**src/rtl/branch_unit.sv**
```systemverilog
// branch_unit: program counter with conditional branch/call/return and a
// circular hardware return-address stack with sticky overflow/underflow flags.
module branch_unit #(
  parameter int unsigned pc_width     = 9,
  parameter int unsigned data_width   = 16,
  parameter int unsigned stack_depth  = 4,
  parameter int unsigned reset_vector = 0
) (
  input  logic                               clk,
  input  logic                               reset,
  input  logic                               load_pc,
  input  logic [1:0]                         br_cmd,
  input  logic [2:0]                         cond,
  input  logic [data_width-1:0]              sximm8,
  input  logic                               Z,
  input  logic                               N,
  input  logic                               V,
  input  logic                               clear_err,
  output logic [pc_width-1:0]                PC,
  output logic [pc_width-1:0]                link,
  output logic [$clog2(stack_depth+1)-1:0]   depth,
  output logic                               taken,
  output logic                               overflow,
  output logic                               underflow
);

  localparam int unsigned CNT_W = $clog2(stack_depth + 1);
  localparam int unsigned PTR_W = (stack_depth > 1) ? $clog2(stack_depth) : 1;

  localparam logic [1:0] CMD_BRANCH = 2'b01;
  localparam logic [1:0] CMD_CALL   = 2'b10;
  localparam logic [1:0] CMD_RETURN = 2'b11;

  logic [pc_width-1:0] pc_q, pc_d;
  logic                taken_q, taken_d;
  logic                ovf_q, ovf_d;
  logic                unf_q, unf_d;
  logic [PTR_W-1:0]    wptr_q, wptr_d;
  logic [CNT_W-1:0]    cnt_q, cnt_d;
  logic [pc_width-1:0] mem_q [stack_depth];

  logic [pc_width-1:0] seq, tgt;
  logic [PTR_W-1:0]    top_idx, next_idx;
  logic                cond_ok, full, push;

  // Only the low pc_width bits of the offset matter; the rest are intentionally dropped.
  if (data_width > pc_width) begin : g_unused_hi
    logic unused_sximm8_hi;
    assign unused_sximm8_hi = ^sximm8[data_width-1:pc_width];
  end

  // Condition evaluation from the datapath status flags.
  always_comb begin
    cond_ok = 1'b0;
    case (cond)
      3'b000:  cond_ok = 1'b1;
      3'b001:  cond_ok = Z;
      3'b010:  cond_ok = ~Z;
      3'b011:  cond_ok = N ^ V;
      3'b100:  cond_ok = (N ^ V) | Z;
      default: cond_ok = 1'b0;
    endcase
  end

  // Address arithmetic and circular-buffer pointer neighbours.
  always_comb begin
    seq      = pc_q + pc_width'(1);
    tgt      = seq + sximm8[pc_width-1:0];
    top_idx  = (wptr_q == '0) ? PTR_W'(stack_depth - 1) : wptr_q - PTR_W'(1);
    next_idx = (wptr_q == PTR_W'(stack_depth - 1)) ? '0 : wptr_q + PTR_W'(1);
    full     = (cnt_q == CNT_W'(stack_depth));
  end

  // Next-state computation for PC, stack pointers and error flags.
  always_comb begin
    pc_d    = pc_q;
    taken_d = taken_q;
    ovf_d   = ovf_q & ~clear_err;
    unf_d   = unf_q & ~clear_err;
    wptr_d  = wptr_q;
    cnt_d   = cnt_q;
    push    = 1'b0;
    if (load_pc) begin
      pc_d    = seq;
      taken_d = 1'b0;
      case (br_cmd)
        CMD_BRANCH: begin
          if (cond_ok) begin
            pc_d    = tgt;
            taken_d = 1'b1;
          end
        end
        CMD_CALL: begin
          if (cond_ok) begin
            pc_d    = tgt;
            taken_d = 1'b1;
            push    = 1'b1;
            wptr_d  = next_idx;
            if (full) ovf_d = 1'b1;
            else      cnt_d = cnt_q + CNT_W'(1);
          end
        end
        CMD_RETURN: begin
          if (cond_ok) begin
            if (cnt_q != '0) begin
              pc_d    = mem_q[top_idx];
              taken_d = 1'b1;
              wptr_d  = top_idx;
              cnt_d   = cnt_q - CNT_W'(1);
            end else begin
              unf_d = 1'b1;
            end
          end
        end
        default: ;
      endcase
    end
  end

  // State register with synchronous reset taking priority over any update.
  always_ff @(posedge clk) begin
    if (reset) begin
      pc_q    <= pc_width'(reset_vector);
      taken_q <= 1'b0;
      ovf_q   <= 1'b0;
      unf_q   <= 1'b0;
      wptr_q  <= '0;
      cnt_q   <= '0;
    end else begin
      pc_q    <= pc_d;
      taken_q <= taken_d;
      ovf_q   <= ovf_d;
      unf_q   <= unf_d;
      wptr_q  <= wptr_d;
      cnt_q   <= cnt_d;
    end
  end

  // Return-address storage; contents are hidden by the count so need no reset.
  always_ff @(posedge clk) begin
    if (!reset && push) mem_q[wptr_q] <= seq;
  end

  assign PC        = pc_q;
  assign taken     = taken_q;
  assign overflow  = ovf_q;
  assign underflow = unf_q;
  assign depth     = cnt_q;
  assign link      = (cnt_q == '0) ? '0 : mem_q[top_idx];

endmodule

```
**config.mk**
```make
export PLATFORM = sky130hd
export DESIGN_NAME = branch_unit
export DESIGN_NICKNAME = d
export VERILOG_FILES = /design/src/rtl/branch_unit.sv
export SDC_FILE = /design/constraint.sdc
export NUM_CORES = 1
export LEC_CHECK = 0
export CORE_UTILIZATION = 45
export CTS_CLUSTER_DIAMETER = 100
export CTS_CLUSTER_SIZE = 14
export DETAILED_ROUTE_END_ITERATION = 10
export PLACE_DENSITY = 0.73
export RECOVER_POWER = 50
export SLEW_MARGIN = 10
export SYNTH_ARGS = -nofsm -noshare
export SYNTH_HDL_FRONTEND = slang
export SYNTH_SLANG_ARGS = --single-unit
```
**constraint.sdc**
```tcl
create_clock -name clk -period 3.29 [get_ports clk]
set_input_delay 0.658 -clock clk [delete_from_list [all_inputs] [get_ports clk]]
set_output_delay 0.658 -clock clk [all_outputs]
set_load 0.01 [all_outputs]
```
======== Word level (Yosys, flattened, before mapping) ========
Memory sizes are Yosys's and may differ from the RTL's.
Cells that the tools add are included.
operators by class
  add/subtract/negate cells ............... 6
  eq/ne operators ......................... 13
  mux-type cells .......................... 33
  bitwise logic cells ..................... 6
  reduce and logical (&&, ||, !) cells .... 10
operators by type and width
  cell                 count
  $mux 9               4
  $pmux 9 s2           1
  $mux 1               15
  $mux 3               4
  $mux 2               5
  $add 9x1->9 const B  1
  $add 9x9->9          1
  $ne 2x2->1 const B   4
  $eq 2x2->1 const B   3
  $eq 3x2->1 const B   2
  $eq 3x3->1 const B   2
  $logic_not 3->1      2
  $pmux 3 s2           1
  $reduce_and 6->1     1
  $pmux 1 s5           1
  $reduce_and 5->1     1
  $pmux 2 s2           1
  $add 3x1->3 const B  1
  $eq 3x1->1 const B   1
  $reduce_bool 3->1    1
  $sub 3x1->3 const B  1
  $add 2x1->2 const B  1
  $and 1x1->1          2
  $eq 2x1->1 const B   1
  10 further kinds     11
storage, ports and cells
  register bits after elaboration ......... 17
  RAM bits ................................ 36
  bits of input ports ..................... 28
  output and inout port bits .............. 24
  logic and storage cells ................. 75
  memories kept ........................... 1
memory list
  name   words  bits a word  read ports  clocked after Yosys merged registers in  wr ports  line  source
  mem_q  4      9            1           0                                        1         40    logic [pc_width-1:0] mem_q [stack_depth];

======== Longest topological paths before layout ========
  word-level depth ........................ 9
  gate-level depth with buffers ........... 10
  gate-level depth less buffers ........... 10

======== Worst setup path after synthesis ========
No wires, ideal clock.
  kind .................................... flip-flop to flip-flop
  from .................................... register pc_q[0] (netlist: PC[0])
  to ...................................... register pc_q[8] (netlist: PC[8])
  setup time .............................. 0.120 ns
  arrival time ............................ 2.424 ns
  data required time ...................... 3.170 ns
  slack ................................... 0.746 ns
  stages on the path, launching flop included .. 11
  path buffers ............................ 0
  period minus slack after synthesis ...... 2.544 ns
  cells stage by stage .................... dfxtp_1 ha_1 nand3_1 xnor2_1 ha_1 or3_1 o21bai_1 and2_1 o311ai_1 mux2i_1 o21ai_1
between the ends
  longest elaborated chain between the ends .. 4
  elaborated cells on any way between the ends .. 6
  those cells by class .................... 2 x add/sub; 4 x mux
RTL lines
  element                   line    source
  start: declaration        34      logic [pc_width-1:0] pc_q, pc_d;
  start signal: assignment  123     pc_q <= pc_width'(reset_vector);
  start signal: assignment  130     pc_q <= pc_d;
  $add 9x1->9               67      seq = pc_q + pc_width'(1);
  named net seq[4]          42      logic [pc_width-1:0] seq, tgt;
  $add 9x9->9               68      tgt = seq + sximm8[pc_width-1:0];
  $mux 9                    88, 94
  $pmux 9 s2                86      case (br_cmd)
The timed path passes the listed nets, and every way through them passes these cells.
A chain may end at the register's enable or synchronous reset.

======== Worst setup path in the final report ========
  from .................................... register wptr_q[1]
  to ...................................... output port link[4]
between the ends
  longest elaborated chain between the ends .. 4
  elaborated cells on any way between the ends .. 5
  those cells by class .................... 1 x add/sub; 2 x mux; 1 x reduce/logical; 1 x memory
RTL lines
  element                                         line  source
  start: declaration                              38    logic [PTR_W-1:0] wptr_q, wptr_d;
  start signal: assignment                        134   wptr_q <= wptr_d;
  $sub 2x1->2 or $logic_not 2->1 (tied branches)  69    top_idx = (wptr_q == '0) ? PTR_W'(stack_depth - 1) : wptr_q - PTR_W'(1);
  $mux 2 *                                        69
  $mem_v2 4x9 *                                   -
  $mux 9 *                                        149   assign link = (cnt_q == '0) ? '0 : mem_q[top_idx];
  end: declaration                                20    output logic [pc_width-1:0] link,
Every way passes the cells marked *; elsewhere a longest branch is shown, timed or not.

==> results.sh <==
export IMPL_synth_warnings=0
export IMPL_p_int_mw=1.04
export IMPL_io_buffers=44
export IMPL_htreeDepth=2
export IMPL_synthesis_nets=304
export IMPL_hp_class="flop to flop"
export IMPL_cts_root_buf="clkbuf_8"
export IMPL_die_height_um=83.3
export IMPL_via_per_inst=5.83
export IMPL_io_pins=52
export IMPL_netlist_instances=258
export IMPL_clock_sinks=53
export IMPL_clkLatencyLatePin_ps=320
export IMPL_multi_input_area_mm2=0.00143
export IMPL_finish_utilization_pct=57.3
export IMPL_ys_ff_latch=53
export IMPL_clk_path_buf_depth=2
export IMPL_layout_commonest_cell="edfxtp_1"
export IMPL_dp_slack_ps=41.3
export IMPL_cp_required_ps=2630
export IMPL_cap_viol_max_count=0
export IMPL_final_nets=360
export IMPL_first_pass_iters=5
export IMPL_cp_start_kind="flop"
export IMPL_hpwl_um=5070
export IMPL_critPathCaptureType="output pin"
export IMPL_max_stage_delay_ps=540
export IMPL_path_class="flop to output pin"
export IMPL_diodes=0
export IMPL_finalCritPeriodShare_pct=96.1
export IMPL_grtUsageTotal_pct=20.9
export IMPL_drc=0
export IMPL_seq_power_share_pct=50.9
export IMPL_cts_tree="yes"
export IMPL_p_total_mw=1.46
export IMPL_totalNegativeSetupSlack_ps=0
export IMPL_power_density_mw_per_mm2=402
export IMPL_crit_chain="inv_1 -> ha_1 -> nor2_4 -> buf_12 -> mux4_2 -> nor2b_1 -> clkdlybuf4s50_1"
export IMPL_drive_gt1_share_pct=10.5
export IMPL_clkPwrFrac_pct=26.9
export IMPL_tightest_slew_ps=653
export IMPL_antenna_left=0
export IMPL_irDropWorstVdd_mv=0.271
export IMPL_crit_fanout=7
export IMPL_rows=29
export IMPL_ys_types=52
export IMPL_gp_congestion=0.870
export IMPL_cp_slowest_cell="mux4_2"
export IMPL_syn_area_per_cell_um2=11.5
export IMPL_yosysSeqAreaShare_pct=47.8
export IMPL_path_clk_slew_ps=110
export IMPL_vias=2285
export IMPL_setup_viol=0
export IMPL_synth_edf_count=36
export IMPL_fin_skew_ps=14.8
export IMPL_async_flop_share_pct=0
export IMPL_syn2layout_area_growth_pct=22.4
export IMPL_fin_ws_ps=128
export IMPL_p_comb_share_pct=22.2
export IMPL_grt_max_degree=19
export IMPL_finalMaxSlewViolations=0
export IMPL_arrival_ps=2500
export IMPL_outcome="complete, no violations"
export IMPL_grt_pass1_vias=2187
export IMPL_grt_overflow=0
export IMPL_grt_setup_unrepaired="false"
export IMPL_drt_iter0_markers=181
export IMPL_hold_ws_ps=492
export IMPL_mostFrequentLayoutCells="36 x edfxtp_1, 28 x clkdlybuf4s50_1, 23 x nor2_1"
export IMPL_routed_wl_um=6990
export IMPL_crit_buf_inv=3
export IMPL_fmax_ghz=0.316
export IMPL_synth_main_ff_cell="edfxtp_1"
export IMPL_p_sw_share_pct=29.2
export IMPL_cts_buffers_inserted=5
export IMPL_nFillCells=545
export IMPL_switching_power_mw=0.427
export IMPL_die_area_mm2=0.00693
export IMPL_grt_pass1_wl_um=11200
export IMPL_core_area_mm2=0.00635
export IMPL_start_util_pct=46.8
export IMPL_syn_cell_area_mm2=0.00297
export IMPL_fin_crit_ps=3160
export IMPL_seqCellArea_mm2=0.00142
export IMPL_antenna_found_initial=0
export IMPL_cp_top_family="buffers and inverters"
export IMPL_wl_per_cell_um=17.8
export IMPL_die_w_um=83.3
export IMPL_power_leakage_nw=1.34
export IMPL_relSlewSlack_pct=56.3
export IMPL_hold_violations=0
worst reg2reg max path, stage by stage (launching register included):
cell and delay [ps]:
dfxtp_1 410, ha_1 290, nand3_1 120, xnor2_1 460, ha_1 390, o21ai_0 170
o21bai_1 120, and2_1 160, o311ai_1 350, mux2i_1 230, o21ai_1 80
flip-flops by register name, indices dropped and copies added, names as in the netlist:
name and flops:
underflow 1, mem_q 36, taken 1, wptr_q 2, depth 3, PC 9
overflow 1
timing repair:
action	CTS	global route
resized for setup	0	1
buffers inserted	2	0
pin swaps	1	0
endpoints found under the hold margin	0	0
hold buffers	0	0
setup endpoints to repair	9	5
Yosys cell counts, drive strengths merged (9+ instances only):
| cell | count | area share [%] |
|---|---|---|
| nand2 | 10 | 1.3 |
| nor2b | 9 | 1.9 |
| a22oi | 11 | 2.8 |
| inv | 15 | 1.9 |
| o21ai | 9 | 1.6 |
| nor2 | 24 | 3.3 |
| a21oi | 10 | 1.7 |
| mux4 | 9 | 6.8 |
| xnor2 | 11 | 3.2 |
| edfxtp | 36 | 36 |
| ha | 16 | 6.7 |
| dfxtp | 17 | 11 |
area by class of cell:
type / count / share of cell area (%)
timing repair buffer: 57 / 14.8
clock buffer: 5 / 1.89
sequential: 53 / 39.1
inverter: 15 / 1.55
clock inverter: 3 / 0.688
tap: 77 / 2.65
multi-input combinational: 182 / 39.3
path summary, 6_finish.rpt:
kind	from	slack, ps	endpoint	depth (start not counted)
worst max-delay path	wptr_q[1]$_SDFFE_PP0P_	130	link[4]	7
worst min-delay path	taken$_SDFFE_PP0P_	490	taken$_SDFFE_PP0P_	2
worst max register to register	PC[0]$_SDFFE_PP0P_	400	PC[8]$_SDFFE_PP0P_	10
worst min register to register	taken$_SDFFE_PP0P_	490	taken$_SDFFE_PP0P_	2
power by group through the flow:
stage,clock (mW),sequential [mW],combinational (mW)
detailed placement,0,0.761,0.329
global placement,0,0.760,0.322
CTS,0.399,0.746,0.333
finish,0.393,0.745,0.325
floorplan,0,0.764,0.198
global route,0.422,0.748,0.355
stage by stage:
stage	instance area, µm²	std cells
after global placement	3540	382
final	3640	392
after detailed placement	3540	382
after global routing	3640	392
after floorplan	2970	258
after CTS	3660	392
routing by layer:
layer  wire length (µm)  vias up  track usage (%)
li1                   -     1085                -
met1               3090     1108             27.8
met2               3440       82             35.7
met3                358       10             2.58
met4                105        0             6.43
met5                  0        -                0
logic make-up after synthesis:
| logic type | after synthesis | synth area share (%) |
|---|---|---|
| AND/OR/NAND/NOR | 77 | 14.4 |
| AO/OA/AOI/OAI | 57 | 12.8 |
| flip-flops | 53 | 47.8 |
| buffers and inverters | 23 | 3.75 |
| XOR/XNOR | 18 | 5.31 |
| adder cells (fa/ha/maj) | 18 | 8.08 |
| multiplexers | 12 | 7.87 |
Note: power is estimated with default switching activity, not from simulation.
